## src/rtl/memgame_pkg.sv

```systemverilog
// Shared definitions for the memory-game core: FSM state encodings and the
// 16-bit Fibonacci LFSR (taps 16,14,13,11) with its default seed.
package memgame_pkg;

    typedef enum logic [2:0] {
        IDLE  = 3'd0,
        GEN   = 3'd1,
        SHOW  = 3'd2,
        INPUT = 3'd3,
        WIN   = 3'd4,
        LOSE  = 3'd5
    } game_state_e;

    localparam logic [15:0] LFSR_TAPS         = 16'hB400;
    localparam logic [15:0] LFSR_SEED_DEFAULT = 16'hACE1;

    function automatic logic [15:0] lfsr_next(input logic [15:0] cur);
        return {cur[14:0], ^(cur & LFSR_TAPS)};
    endfunction

endpackage

```

## src/rtl/memgame_tick_keys.sv

```systemverilog
// Game-tick divider plus tick-rate key synchroniser and press detector.
// Keys are active-low; each press yields exactly one event, aligned with a tick.
module memgame_tick_keys #(
    parameter int TICK_DIV = 3500000
) (
    input  logic clk,
    input  logic reset,
    input  logic start_n,
    input  logic enter_n,
    output logic tick,
    output logic start_evt,
    output logic enter_evt
);

    localparam int CW = (TICK_DIV > 1) ? $clog2(TICK_DIV) : 1;

    logic [CW-1:0] div_q;
    logic [1:0]    start_sync_q;
    logic [1:0]    enter_sync_q;

    assign tick = (div_q == CW'(TICK_DIV - 1));

    // NOTE: sequential state uses non-blocking assignments so every flop
    // samples pre-edge values, independent of process ordering.
    always_ff @(posedge clk) begin
        if (reset) begin
            div_q        <= '0;
            start_sync_q <= 2'b11;
            enter_sync_q <= 2'b11;
        end else begin
            div_q <= tick ? '0 : div_q + 1'b1;
            if (tick) begin
                start_sync_q <= {start_sync_q[0], start_n};
                enter_sync_q <= {enter_sync_q[0], enter_n};
            end
        end
    end

    // Bit 1 is the older sample: a 1 followed by a 0 is one press.
    assign start_evt = tick & start_sync_q[1] & ~start_sync_q[0];
    assign enter_evt = tick & enter_sync_q[1] & ~enter_sync_q[0];

endmodule

```

## src/rtl/memory_game_seq.sv

```systemverilog
// Memory-game core: LFSR digit generator, sequence store, show/input FSM.
// Optional entry timeout is built only when MEMGAME_TIMEOUT_EN is defined.
module memory_game_seq
    import memgame_pkg::*;
#(
    parameter int          SEQ_LEN       = 4,
    parameter int          DIGIT_W       = 4,
    parameter int          DIGIT_MAX     = 9,
    parameter int          TICK_DIV      = 3500000,
    parameter int          SHOW_TICKS    = 8,
    parameter logic [15:0] LFSR_SEED     = LFSR_SEED_DEFAULT,
    parameter int          TIMEOUT_TICKS = 40
) (
    input  logic                         clk,
    input  logic                         reset,
    input  logic                         start_n,
    input  logic                         enter_n,
    input  logic [DIGIT_W-1:0]           num,
    output logic [DIGIT_W-1:0]           show_digit,
    output logic                         show_valid,
    output logic [SEQ_LEN-1:0]           match_flags,
    output logic [$clog2(SEQ_LEN+1)-1:0] progress,
    output logic [2:0]                   state_o,
    output logic                         win,
    output logic                         lose
);

    localparam int IW = $clog2(SEQ_LEN);
    localparam int PW = $clog2(SEQ_LEN + 1);
    localparam int SW = $clog2(SHOW_TICKS + 1);

    if (SEQ_LEN < 2 || SEQ_LEN > 16) begin : g_bad_seq_len
        $error("memory_game_seq: SEQ_LEN must be within 2..16");
    end
    if (DIGIT_MAX >= (1 << DIGIT_W)) begin : g_bad_digit_max
        $error("memory_game_seq: DIGIT_MAX must fit in DIGIT_W bits");
    end
    if (LFSR_SEED == 16'h0000) begin : g_bad_seed
        $error("memory_game_seq: LFSR_SEED must be nonzero");
    end
    if (TIMEOUT_TICKS < 1) begin : g_bad_timeout
        $error("memory_game_seq: TIMEOUT_TICKS must be positive");
    end

    logic tick, start_evt, enter_evt;

    memgame_tick_keys #(
        .TICK_DIV (TICK_DIV)
    ) u_tick_keys (
        .clk       (clk),
        .reset     (reset),
        .start_n   (start_n),
        .enter_n   (enter_n),
        .tick      (tick),
        .start_evt (start_evt),
        .enter_evt (enter_evt)
    );

    game_state_e          state_q, state_d;
    logic [15:0]          lfsr_q;
    logic [DIGIT_W-1:0]   seq_q [SEQ_LEN];
    logic [IW-1:0]        idx_q;
    logic [SW-1:0]        sub_q;
    logic [SEQ_LEN-1:0]   flags_q;
    logic [PW-1:0]        progress_q;

    logic [DIGIT_W-1:0]   raw_digit, new_digit;
    logic                 last_idx, show_done, entry_ok, timeout, enter_gen;

    assign raw_digit = lfsr_q[DIGIT_W-1:0];
    assign new_digit = (raw_digit > DIGIT_W'(DIGIT_MAX))
                     ? raw_digit - DIGIT_W'(DIGIT_MAX + 1) : raw_digit;

    assign last_idx  = (idx_q == IW'(SEQ_LEN - 1));
    assign show_done = tick && (sub_q == SW'(SHOW_TICKS));
    assign entry_ok  = (num == seq_q[idx_q]);
    assign enter_gen = (state_d == GEN) && (state_q != GEN);

`ifdef MEMGAME_TIMEOUT_EN
    localparam int TW = $clog2(TIMEOUT_TICKS + 1);
    logic [TW-1:0] to_cnt_q;

    always_ff @(posedge clk) begin
        if (reset || state_q != INPUT || enter_evt) begin
            to_cnt_q <= '0;
        end else if (tick && !timeout) begin
            to_cnt_q <= to_cnt_q + 1'b1;
        end
    end

    assign timeout = (to_cnt_q == TW'(TIMEOUT_TICKS));
`else
    assign timeout = 1'b0;
`endif

    always_ff @(posedge clk) begin
        if (reset) state_q <= IDLE;
        else       state_q <= state_d;
    end

    // NOTE: state_d takes a default before the case so no path infers a latch.
    always_comb begin
        state_d = state_q;
        unique case (state_q)
            IDLE: if (start_evt) state_d = GEN;
            GEN:  if (last_idx)  state_d = SHOW;
            SHOW: begin
                if (start_evt)                  state_d = GEN;
                else if (show_done && last_idx) state_d = INPUT;
            end
            INPUT: begin
                // Start outranks enter on the same tick.
                if (start_evt) begin
                    state_d = GEN;
                end else if (enter_evt) begin
                    if (!entry_ok)     state_d = LOSE;
                    else if (last_idx) state_d = WIN;
                end else if (timeout) begin
                    state_d = LOSE;
                end
            end
            WIN, LOSE: if (start_evt) state_d = GEN;
            default:   state_d = IDLE;
        endcase
    end

    always_ff @(posedge clk) begin
        if (reset) begin
            lfsr_q     <= LFSR_SEED;
            idx_q      <= '0;
            sub_q      <= '0;
            flags_q    <= '0;
            progress_q <= '0;
        end else begin
            lfsr_q <= lfsr_next(lfsr_q);
            if (enter_gen) begin
                idx_q      <= '0;
                flags_q    <= '0;
                progress_q <= '0;
            end else begin
                unique case (state_q)
                    GEN: begin
                        idx_q <= last_idx ? '0 : idx_q + 1'b1;
                        sub_q <= '0;
                    end
                    SHOW: if (tick) begin
                        // SHOW_TICKS display ticks, then one blank gap tick.
                        if (sub_q == SW'(SHOW_TICKS)) begin
                            sub_q <= '0;
                            idx_q <= last_idx ? '0 : idx_q + 1'b1;
                        end else begin
                            sub_q <= sub_q + 1'b1;
                        end
                    end
                    INPUT: if (enter_evt && entry_ok) begin
                        flags_q[idx_q] <= 1'b1;
                        progress_q     <= progress_q + 1'b1;
                        if (!last_idx) idx_q <= idx_q + 1'b1;
                    end
                    default: ;
                endcase
            end
        end
    end

    // NOTE: the sequence store has no reset; GEN writes every entry before use.
    always_ff @(posedge clk) begin
        if (state_q == GEN) seq_q[idx_q] <= new_digit;
    end

    assign show_valid  = (state_q == SHOW) && (sub_q < SW'(SHOW_TICKS));
    assign show_digit  = show_valid ? seq_q[idx_q] : '0;
    assign match_flags = flags_q;
    assign progress    = progress_q;
    assign state_o     = state_q;
    assign win         = (state_q == WIN);
    assign lose        = (state_q == LOSE);

endmodule
```

## config.mk

```make
export PLATFORM = sky130hd
export DESIGN_NAME = memory_game_seq
export DESIGN_NICKNAME = d
export VERILOG_FILES = /design/src/rtl/memgame_pkg.sv /design/src/rtl/memgame_tick_keys.sv /design/src/rtl/memory_game_seq.sv
export SDC_FILE = /design/constraint.sdc
export NUM_CORES = 1
export LEC_CHECK = 0
export BUFFER_PORTS_ARGS = -buffer_cell sky130_fd_sc_hd__clkbuf_2
export CORE_MARGIN = 5
export CORE_UTILIZATION = 50
export CTS_CLUSTER_DIAMETER = 80
export DETAILED_ROUTE_END_ITERATION = 8
export GPL_TIMING_DRIVEN = 0
export HOLD_SLACK_MARGIN = 0.05
export PLACE_DENSITY = 0.68
export SKIP_LAST_GASP = 1
export SLEW_MARGIN = 20
export SYNTH_ARGS = -nofsm -noshare
export SYNTH_HDL_FRONTEND = slang
export SYNTH_SLANG_ARGS = --single-unit
```

## constraint.sdc

```tcl
create_clock -name clk -period 3.6 [get_ports clk]
set_clock_uncertainty 0.2 [all_clocks]
set_input_delay 0.36 -clock clk [delete_from_list [all_inputs] [get_ports clk]]
set_output_delay 0.36 -clock clk [all_outputs]
set_load 0.005 [all_outputs]
```

### Word-level counts from Yosys, hierarchy flattened

Memory sizes are Yosys's and may differ from the RTL's. A register that Yosys moved wholly into a read port is not among the register bits.
Cells that the tools add are included.

| storage, ports and cells | value |
|---|---|
| flip-flop bits (word level) | 58 |
| bits in writable memories | 16 |
| input port bits | 8 |
| word-level logic and storage cells | 84 |
| memories kept | 1 |

Memory list:

| name | depth | bits a word | rd ports | clocked after memory_dff | wr ports | line | source |
|---|---|---|---|---|---|---|---|
| seq_q | 4 | 4 | 1 | 1 | 1 | memory_game_seq.sv:61 | `logic [DIGIT_W-1:0] seq_q [SEQ_LEN];` |

| cells by class | value |
|---|---|
| add/sub/neg operators | 5 |
| magnitude comparators | 4 |
| equal/unequal tests | 15 |
| multiplexer cells | 26 |
| bitwise gates (word level) | 8 |
| reductions and logical operators | 16 |

Operators with widths:

| cell | count |
|---|---|
| 2-to-1 mux 3 bit | 8 |
| adder 22 x 1 -> 22 bit (second input constant) | 1 |
| equality test 22 bit (second input constant) | 1 |
| 2-to-1 mux 4 bit | 4 |
| XOR reduction 16 bit | 1 |
| 2-to-1 mux 2 bit | 7 |
| one-hot mux 3 bit (4 select lines) | 1 |
| inequality test 2 bit (second input constant) | 4 |
| one-hot mux 4 bit (2 select lines) | 1 |
| equality test 3 x 1 -> 1 bit (second input constant) | 2 |
| equality test 3 x 2 -> 1 bit (second input constant) | 2 |
| equality test 3 bit (second input constant) | 2 |
| logical AND 1 bit | 6 |
| one-hot mux 2 bit (3 select lines) | 1 |
| AND reduction 5 bit | 1 |
| adder 4 x 1 -> 4 bit (second input constant) | 1 |
| AND 1 bit | 4 |
| equality test 4 bit | 1 |
| equality test 4 bit (second input constant) | 1 |
| greater-than comparator 4 bit (second input constant) | 1 |
| < comparator 4 bit (second input constant) | 1 |
| bitwise OR 4 bit | 1 |
| OR reduction 2 bit | 2 |
| subtractor 4 bit (second input constant) | 1 |
| 15 further kinds | 19 |

### Depth between registers and ports, before layout

Gate-level depths: netlist of the first run.

| logic depth | value |
|---|---|
| depth in word-level cells | 10 |
| depth in mapped cells | 9 |
| mapped depth without buffers | 8 |

### Hierarchy

A second synthesis of the first run with hierarchy kept.

| second synthesis, totals | value |
|---|---|
| cell total of the unflattened synthesis | 335 |
| area, all modules | 3379.5 um2 |

Modules (own cells, without submodules):

| module | instances | cells an instance | area an instance (um2) | sequential area each (um2) |
|---|---|---|---|---|
| memory_game_seq | 1 | 196 | 2189.6 | 1161.1 |
| memgame_tick_keys | 1 | 139 | 1189.9 | 520.5 |

### Worst setup path after synthesis of the first run

No wires, ideal clock.

| timing path | value |
|---|---|
| kind | register to register |
| from | register (tool-made name) |
| to | register (tool-made name) |
| setup time | 78 ps |
| arrival | 2052 ps |
| slack | 1270 ps |
| cell stages (with the launch flop) | 7 |
| path buffers | 0 |
| period minus slack after synthesis | 2330 ps |
| cell sequence | dfxtp_1 mux4_2 xnor2_2 nand4_4 or3_4 a21bo_1 a21oi_1 |

### Worst setup path after layout of the first run

| timing path | value |
|---|---|
| from | register u_tick_keys.div_q[0] |
| to | register idx_q[1] |

| between the ends | value |
|---|---|
| longest elaborated chain between the ends | 9 |

Ends and longest elaborated chain:

| what | line | source |
|---|---|---|
| start: declaration | memgame_tick_keys.sv:17 | `logic [CW-1:0] div_q;` |
| start signal: assignment | memgame_tick_keys.sv:31 | `div_q <= tick ? '0 : div_q + 1'b1;` |
| equality test 22 bit (*) | memgame_tick_keys.sv:21 | `assign tick = (div_q == CW'(TICK_DIV - 1));` |
| AND 1 bit / logical AND 1 bit (equally long branches) | memgame_tick_keys.sv:41, memory_game_seq.sv:75 |  |
| AND 1 bit / logical AND 1 bit (equally long branches) | memgame_tick_keys.sv:41, memory_game_seq.sv:109 |  |
| 2-to-1 mux 3 bit, on equally long branches | memory_game_seq.sv:115, memory_game_seq.sv:109 |  |
| 2-to-1 mux 3 bit, on equally long branches | memory_game_seq.sv:113, memory_game_seq.sv:108 |  |
| one-hot mux 3 bit (4 select lines) | memory_game_seq.sv:104 | `unique case (state_q)` |
| equality test 3 x 1 -> 1 bit | memory_game_seq.sv:77 | `assign enter_gen = (state_d == GEN) && (state_q != GEN);` |
| logical AND 1 bit | memory_game_seq.sv:77 |  |
| OR reduction 2 bit (no source line) | n/a |  |
| end signal: assignment | memory_game_seq.sv:143 | `idx_q <= last_idx ? '0 : idx_q + 1'b1;` |
| end signal: assignment | memory_game_seq.sv:150 | `idx_q <= last_idx ? '0 : idx_q + 1'b1;` |
| end signal: assignment | memory_game_seq.sv:158 | `if (!last_idx) idx_q <= idx_q + 1'b1;` |
| end: declaration | memory_game_seq.sv:62 | `logic [IW-1:0] idx_q;` |

Every way passes the cells marked *; elsewhere a longest branch is shown, timed or not.
A chain may end at the register's enable or synchronous reset.

==> summary.txt, run 1 <==
Timing
  – Part of the cycle the worst path needs: 0.763
  – RSZ-0062 raised after global routing: no
  – Setup Viol. Count Final: 0
  – Actual slew at the worst max-slew pin: 637 ps
  – Hold_ws: 104 ps
  – Fin crit period: 2750 ps
  – Final Hold Viols: 0
  – Relative slew slack: 0.575
  – Final worst slack: 854 ps
  – Pins Over Slew Limit: 0
  – Peak Freq: 364 MHz
  – Setup TNS: 0 ps

Yosys
  – Leading area contributor after synthesis: dfxtp_1
  – Synth Net Count: 344
  – Main combinational cell family by area after synthesis: simple AND/OR/NAND/NOR gates
  – Warnings from Yosys: 0
  – Post-synthesis cell count: 327
  – Flops & latches, synth: 76
  – Mux share of post-synthesis cell area: 0.0357
  – Post-synth cell types: 57
  – Post-synthesis compound-gate area fraction: 0.0813
  – Largest cells by area after synthesis: dfxtp_1 (35%), edfxtp_1 (14%), nor2_1 (4.7%)
  – Ys flop type: dfxtp_1
  – Synth async-reset ratio: 0
  – Synth Area in Adders: 0.0331
  – Number of synthesized flops with an enable pin: 16
  – Post-synth top area share: 0.353
  – Simple-gate share of the synthesized area: 0.248
  – Cell area after synthesis: 0.00340 mm2
  – Post-Syn Area per Cell: 10.4 um2
  – Post-Synth XOR/XNOR Area: 0.0842
  – Most frequent cells after synthesis: dfxtp_1 (60), nor2_1 (43), nand2_1 (24)
  – Post-synthesis sequential area ratio: 0.494
  – Count leader, synth: dfxtp_1

Clock tree
  – Root Buffer: clkbuf_8
  – CTS Hold Buffers Added: 2
  – Post_cts resized: 0
  – CTS H-tree depth: 3
  – Post-CTS Repair Setup Buffers: 0
  – CTS max path bufs: 2
  – Clk_lat worst skew: 340 ps
  – CTS tree: built
  – Clock Pin Slew Worst Setup and Hold Paths: 80 ps
  – Clk sinks: 76
  – CTS Buf Count: 9

Floorplan
  – CORE AREA: 0.00672 mm2
  – Die area: 0.00855 mm2
  – Ports: 25
  – Initial Utilization: 0.506
  – Die Wd: 92.5 um
  – Die height: 92.5 um
  – # rows: 30

Global route
  – Largest net degree at the start of global routing: 13
  – Initial antenna violation count: 0
  – First-pass GRT wire length: 10,800 um
  – Global route overflow: 0
  – Total Routing Usage GR: 0.158
  – Vias in the first global route: 2,336

Final layout
  – Final Cell Area: 0.00383 mm2
  – Ant. Diodes: 0
  – Layout area overhead: 12.5%
  – Nets@finish: 381
  – Final Util: 0.570
  – Fin cells: 449
  – Share of cells above drive strength 1: 0.182

Power and ir drop
  – P_leak: 1.42 nW
  – Pwr dens: 412 mW/mm2
  – VDD IR max: 0.000152 V
  – Total power: 1.58 mW

Status
  – Status: finished, final reports clean

Critical path
  – Startpoint Class: register
  – Worst r2r path cells: 7
  – CP required: 3610 ps
  – Setup crit end: idx_q[1]$_SDFFE_PP0P_
  – Worst reg2reg setup slack: 850 ps
  – Worst r2r dst: idx_q[1]$_SDFFE_PP0P_
  – R2r startpoint: u_tick_keys.div_q[0]$_SDFF_PP0_
  – CP arrival: 2760 ps
  – CP Launch Point: u_tick_keys.div_q[0]$_SDFF_PP0_
  – Crit-path max FO: 9
  – Crit. End Element: register
  – Crit Path Category: reg2reg

Route
  – DRT Pass-1 Iters: 4
  – Final ANT Viol Nets: 0
  – DRC: 0
  – Drt first-iter violations: 117
  – DR vias: 2,371
  – Vias per Instance: 5.28
  – Top layer in use: met4
  – Metal1 wirelength: 2980 um
  – WL met2: 2990 um
  – Overall routed net length: 6250 um
  – Routed len/inst: 13.9 um
  – DR WL met3: 229 um

Job
  – Max cap viols: 0

Placed design
  – Final HPWL from detailed placement: 4490 um
  – DP Cell Count: 431
  – Gp weighted congestion: 0.859
  – Dpl cell area: 0.00362 mm2
  – Number of port buffers: 24
  – Pre-CTS worst setup slack: 882 ps

Worst hold path
  – Hold Crit Class: in2reg
## cell usage in the layout, fill, tap and decap left out, types with 5 or more instances in the layout
| cell | netlist | final |
|---|---|---|
| clkbuf_1 | 6 | 8 |
| nor2b_1 | 18 | 18 |
| or2_2 | 7 | 7 |
| xor2_1 | 15 | 15 |
| a21oi_1 | 12 | 12 |
| and2_1 | 5 | 5 |
| nand3_1 | 15 | 15 |
| clkbuf_8 | 0 | 9 |
| nand2_1 | 24 | 24 |
| ha_1 | 9 | 9 |
| nor2_1 | 43 | 43 |
| edfxtp_1 | 16 | 16 |
| xnor2_1 | 9 | 9 |
| clkbuf_2 | 0 | 25 |
| inv_1 | 8 | 8 |
| dfxtp_1 | 60 | 60 |
## kinds of logic (layout without fill, tap and decap cells)
logic type | Yosys count | count (layout)
AO/OA/AOI/OAI | 36 | 36
XOR/XNOR | 28 | 28
adder cells (fa/ha/maj) | 9 | 9
buffers and inverters | 20 | 62
flip-flops | 76 | 76
multiplexers | 7 | 7
AND/OR/NAND/NOR | 151 | 151
## layer usage
layer / track usage / vias to the layer above
met5: 0 / -
met4: 0.0631 / 0
met3: 0.0463 / 4
met2: 0.256 / 34
met1: 0.198 / 1118
li1: - / 1215
## layout make-up
type                    count  area [um2]
clock inverters             4        50.0
repair buffers             26         140
inverters                  10        37.5
plain buffers              10        42.5
flip-flops and latches     76        1680
clock buffers              12         136
multi-input cells         231        1640
fillers                   609        2890
well taps                  80         100
## state kept, by name (all words and copies together), names as in the netlist, named ones only
signal and count:
u_tick_keys.div_q 22, seq_q 16, state_o 3, idx_q 2
progress 3, u_tick_keys.start_sync_q 2, lfsr_q 16, u_tick_keys.enter_sync_q 2
match_flags 4, sub_q 4
## report_power, final
| group | switching [mW] | total, mW | internal (mW) |
|---|---|---|---|
| combinational | 0.0306 | 0.0556 | 0.0251 |
| sequential | 0.0101 | 0.897 | 0.887 |
| clock | 0.303 | 0.626 | 0.323 |
| total | 0.344 | 1.58 | 1.23 |
## how the worst min path moves through the flow
stage,start,endpoint,slack [ps],depth (start not counted)
finish,reset,lfsr_q[4]$_SDFF_PP0_,100,2
global route,reset,lfsr_q[4]$_SDFF_PP0_,110,2
CTS,reset,lfsr_q[8]$_SDFF_PP0_,100,2
detailed placement,lfsr_q[9]$_SDFF_PP0_,lfsr_q[10]$_SDFF_PP1_,190,1
global placement,lfsr_q[9]$_SDFF_PP0_,lfsr_q[10]$_SDFF_PP1_,190,1
floorplan,lfsr_q[9]$_SDFF_PP0_,lfsr_q[10]$_SDFF_PP1_,190,1
## worst max-delay path: stages (launching register included)
cell     delay, ps
dfxtp_1        380
ha_1           210
and3_1         290
nand4_2        230
nor2_1         530
nand2_1        220
a32oi_4        440
a21oi_1        110
Note: power is estimated with default switching activity, not from simulation.
==> inputs of run 2 (changes only) <==
==> constraint.sdc (replaced) <==
create_clock -name clk -period 2.7 [get_ports clk]
set_clock_uncertainty 0.2 [all_clocks]
set_input_delay 0.27 -clock clk [delete_from_list [all_inputs] [get_ports clk]]
set_output_delay 0.27 -clock clk [all_outputs]
set_load 0.005 [all_outputs]
==> summary.txt, run 2 (synthesis gave the netlist of run 1 again) <==
Clock tree
  – CTS Buf Count: 9 (unchanged)
  – CTS tree: built
  – CTS H-tree depth: 3 (unchanged)
  – Clk_lat worst skew: 350 ps (about the same)
  – Clk sinks: 76 (unchanged)
  – Clock Pin Slew Worst Setup and Hold Paths: 70 ps (about the same)
  – Root Buffer: clkbuf_8
  – CTS max path bufs: 2 (unchanged)

Final layout
  – Fin cells: 452 (+0.67%)
  – Commonest non-fill, non-tap cell in the layout: dfxtp_1
  – Fill cell count: 604 (-0.82%)
  – Final Util: 0.578 (+0.00782)
  – Biggest regs: u_tick_keys.div_q (22), lfsr_q (16), seq_q (16)
  – Storage cell area: 0.00168 mm2 (about the same)
  – Nets@finish: 384 (+0.79%)
  – Ant. Diodes: 0 (unchanged)
  – Most frequent cells in the layout: dfxtp_1 (59), nor2_1 (42), clkbuf_2 (26)
  – Largest reg by FF count: u_tick_keys.div_q
  – Layout area overhead: 14.1%
  – Flip-flop count of the largest register after layout: 22 (unchanged)
  – Multi-input gate area: 0.00167 mm2 (+1.5%)
  – Share of cells above drive strength 1: 0.204 (+0.0227)

Global route
  – Initial antenna violation count: 0 (unchanged)
  – Largest net degree at the start of global routing: 13 (unchanged)
  – First-pass GRT wire length: 10,800 um (+0.12%)
  – Total Routing Usage GR: 0.158 (+0.000173)
  – Global route overflow: 0 (unchanged)
  – Vias in the first global route: 2,339 (+0.13%)

Timing
  – Fin crit period: 2590 ps (-157 ps)
  – Actual slew at the worst max-slew pin: 747 ps (+111 ps)
  – Final worst slack: 111 ps (-743 ps)
  – Pins Over Slew Limit: 0 (unchanged)
  – Part of the cycle the worst path needs: 0.959 (+0.196)
  – Setup Viol. Count Final: 0 (unchanged)
  – Relative slew slack: 0.501 (-0.0739)
  – Final Hold Viols: 0 (unchanged)
  – Hold_ws: 210 ps (+106 ps)
  – Peak Freq: 386 MHz (+6.1%)
  – RSZ-0062 raised after global routing: no

Floorplan
  – CORE AREA: 0.00672 mm2 (unchanged)
  – Ports: 25 (unchanged)
  – Die Wd: 92.5 um (unchanged)
  – Initial Utilization: 0.506 (unchanged)
  – Die area: 0.00855 mm2 (unchanged)
  – Die height: 92.5 um (unchanged)
  – # rows: 30 (unchanged)

Worst hold path
  – Hold Crit Class: reg2reg
  – Worst Min Path Start: lfsr_q[5]$_SDFF_PP1_

Power and ir drop
  – Pwr dens: 543 mW/mm2 (+32%)
  – VDD IR max: 0.000203 V (+33%)
  – P_leak: 1.45 nW (+1.7%)

Critical path
  – Crit. End Element: register
  – Worst r2r dst: idx_q[1]$_SDFFE_PP0P_
  – R2r startpoint: u_tick_keys.div_q[0]$_SDFF_PP0_
  – Worst reg2reg setup slack: 110 ps (-740 ps)
  – Setup crit end: idx_q[1]$_SDFFE_PP0P_
  – Crit-path max FO: 9 (unchanged)
  – CP arrival: 2660 ps (-100 ps)
  – CP required: 2770 ps (-840 ps)
  – Worst r2r path cells: 8 (+1)
  – Crit Path Category: reg2reg
  – CP Launch Point: u_tick_keys.div_q[0]$_SDFF_PP0_
  – Startpoint Class: register

Placed design
  – DP Cell Count: 431 (unchanged)
  – Pre-CTS worst setup slack: -17.6 ps (-900 ps)
  – Gp weighted congestion: 0.859 (unchanged)
  – Number of port buffers: 24 (unchanged)
  – Final HPWL from detailed placement: 4490 um (unchanged)

Route
  – DR vias: 2,409 (+1.6%)
  – Drt first-iter violations: 122 (+4.3%)
  – DRT Pass-1 Iters: 4 (unchanged)
  – DRC: 0 (unchanged)
  – Vias per Instance: 5.33 (+0.93%)
  – Overall routed net length: 6310 um (+1.1%)
  – Final ANT Viol Nets: 0 (unchanged)
  – Routed len/inst: 14.0 um (+0.42%)

Status
  – Status: finished, final reports clean

Job
  – Max cap viols: 0 (unchanged)
run 2: per-stage QoR:
stage	total power [mW]	TNS (ps)	instance area (um2)
finish	2.11	0	3880
global route	2.20	0	3880
global placement	1.29	0	3620
detailed placement	1.30	-35.1	3620
CTS	2.13	0	3840
floorplan	1.27	0	3400
run 2: how the worst min path moves through the flow:
stage / cells past startpoint / endpoint / slack [ps]
5_1_grt: 1 / lfsr_q[6]$_SDFF_PP1_ / 240
4_1_cts: 1 / lfsr_q[6]$_SDFF_PP1_ / 210
3_3_place_gp: 1 / lfsr_q[10]$_SDFF_PP1_ / 190
6_report: 1 / lfsr_q[6]$_SDFF_PP1_ / 210
3_5_place_dp: 1 / lfsr_q[10]$_SDFF_PP1_ / 190
2_1_floorplan: 1 / lfsr_q[4]$_SDFF_PP0_ / 140
run 2: critical path, stage by stage (launching register included):
cell and delay (ps):
dfxtp_1 380, ha_1 210, and3_2 270, nand4_4 170
or2_1 250, buf_2 180, o41ai_4 430, a32oi_4 240
a21oi_2 190
run 2: layout make-up:
class                   count  share of cell area
repair buffers             29              0.0426
well taps                  80              0.0258
flip-flops and latches     76               0.434
inverters                  10             0.00967
plain buffers              10              0.0113
multi-input cells         231               0.429
clock buffers              12              0.0351
clock inverters             4              0.0129
run 2: repair_timing:
| item | 4_1_cts | 5_1_grt |
|---|---|---|
| setup endpoints to repair | 4 | 32 |
| buffers inserted | 0 | 2 |
| gates resized for setup | 1 | 8 |
| hold buffers | 3 | 0 |
| hold endpoints to repair | 4 | 0 |
| pin swaps | 0 | 2 |
run 2: where the power goes:
| group | leakage, nW | switching (mW) | total [mW] | internal [mW] |
|---|---|---|---|---|
| Sequential | 0.634 | 0.0134 | 1.20 | 1.18 |
| Clock | 0.0896 | 0.405 | 0.835 | 0.430 |
| Combinational | 0.725 | 0.0412 | 0.0758 | 0.0346 |
run 2: per-layer routing:
layer / GRT usage / share of wire / vias up
met1: 0.198 / 0.47 / 1132
met2: 0.256 / 0.47 / 48
met4: 0.0631 / 0.011 / 0
li1: - / - / 1222
met3: 0.0463 / 0.047 / 7
met5: 0 / 0 / -
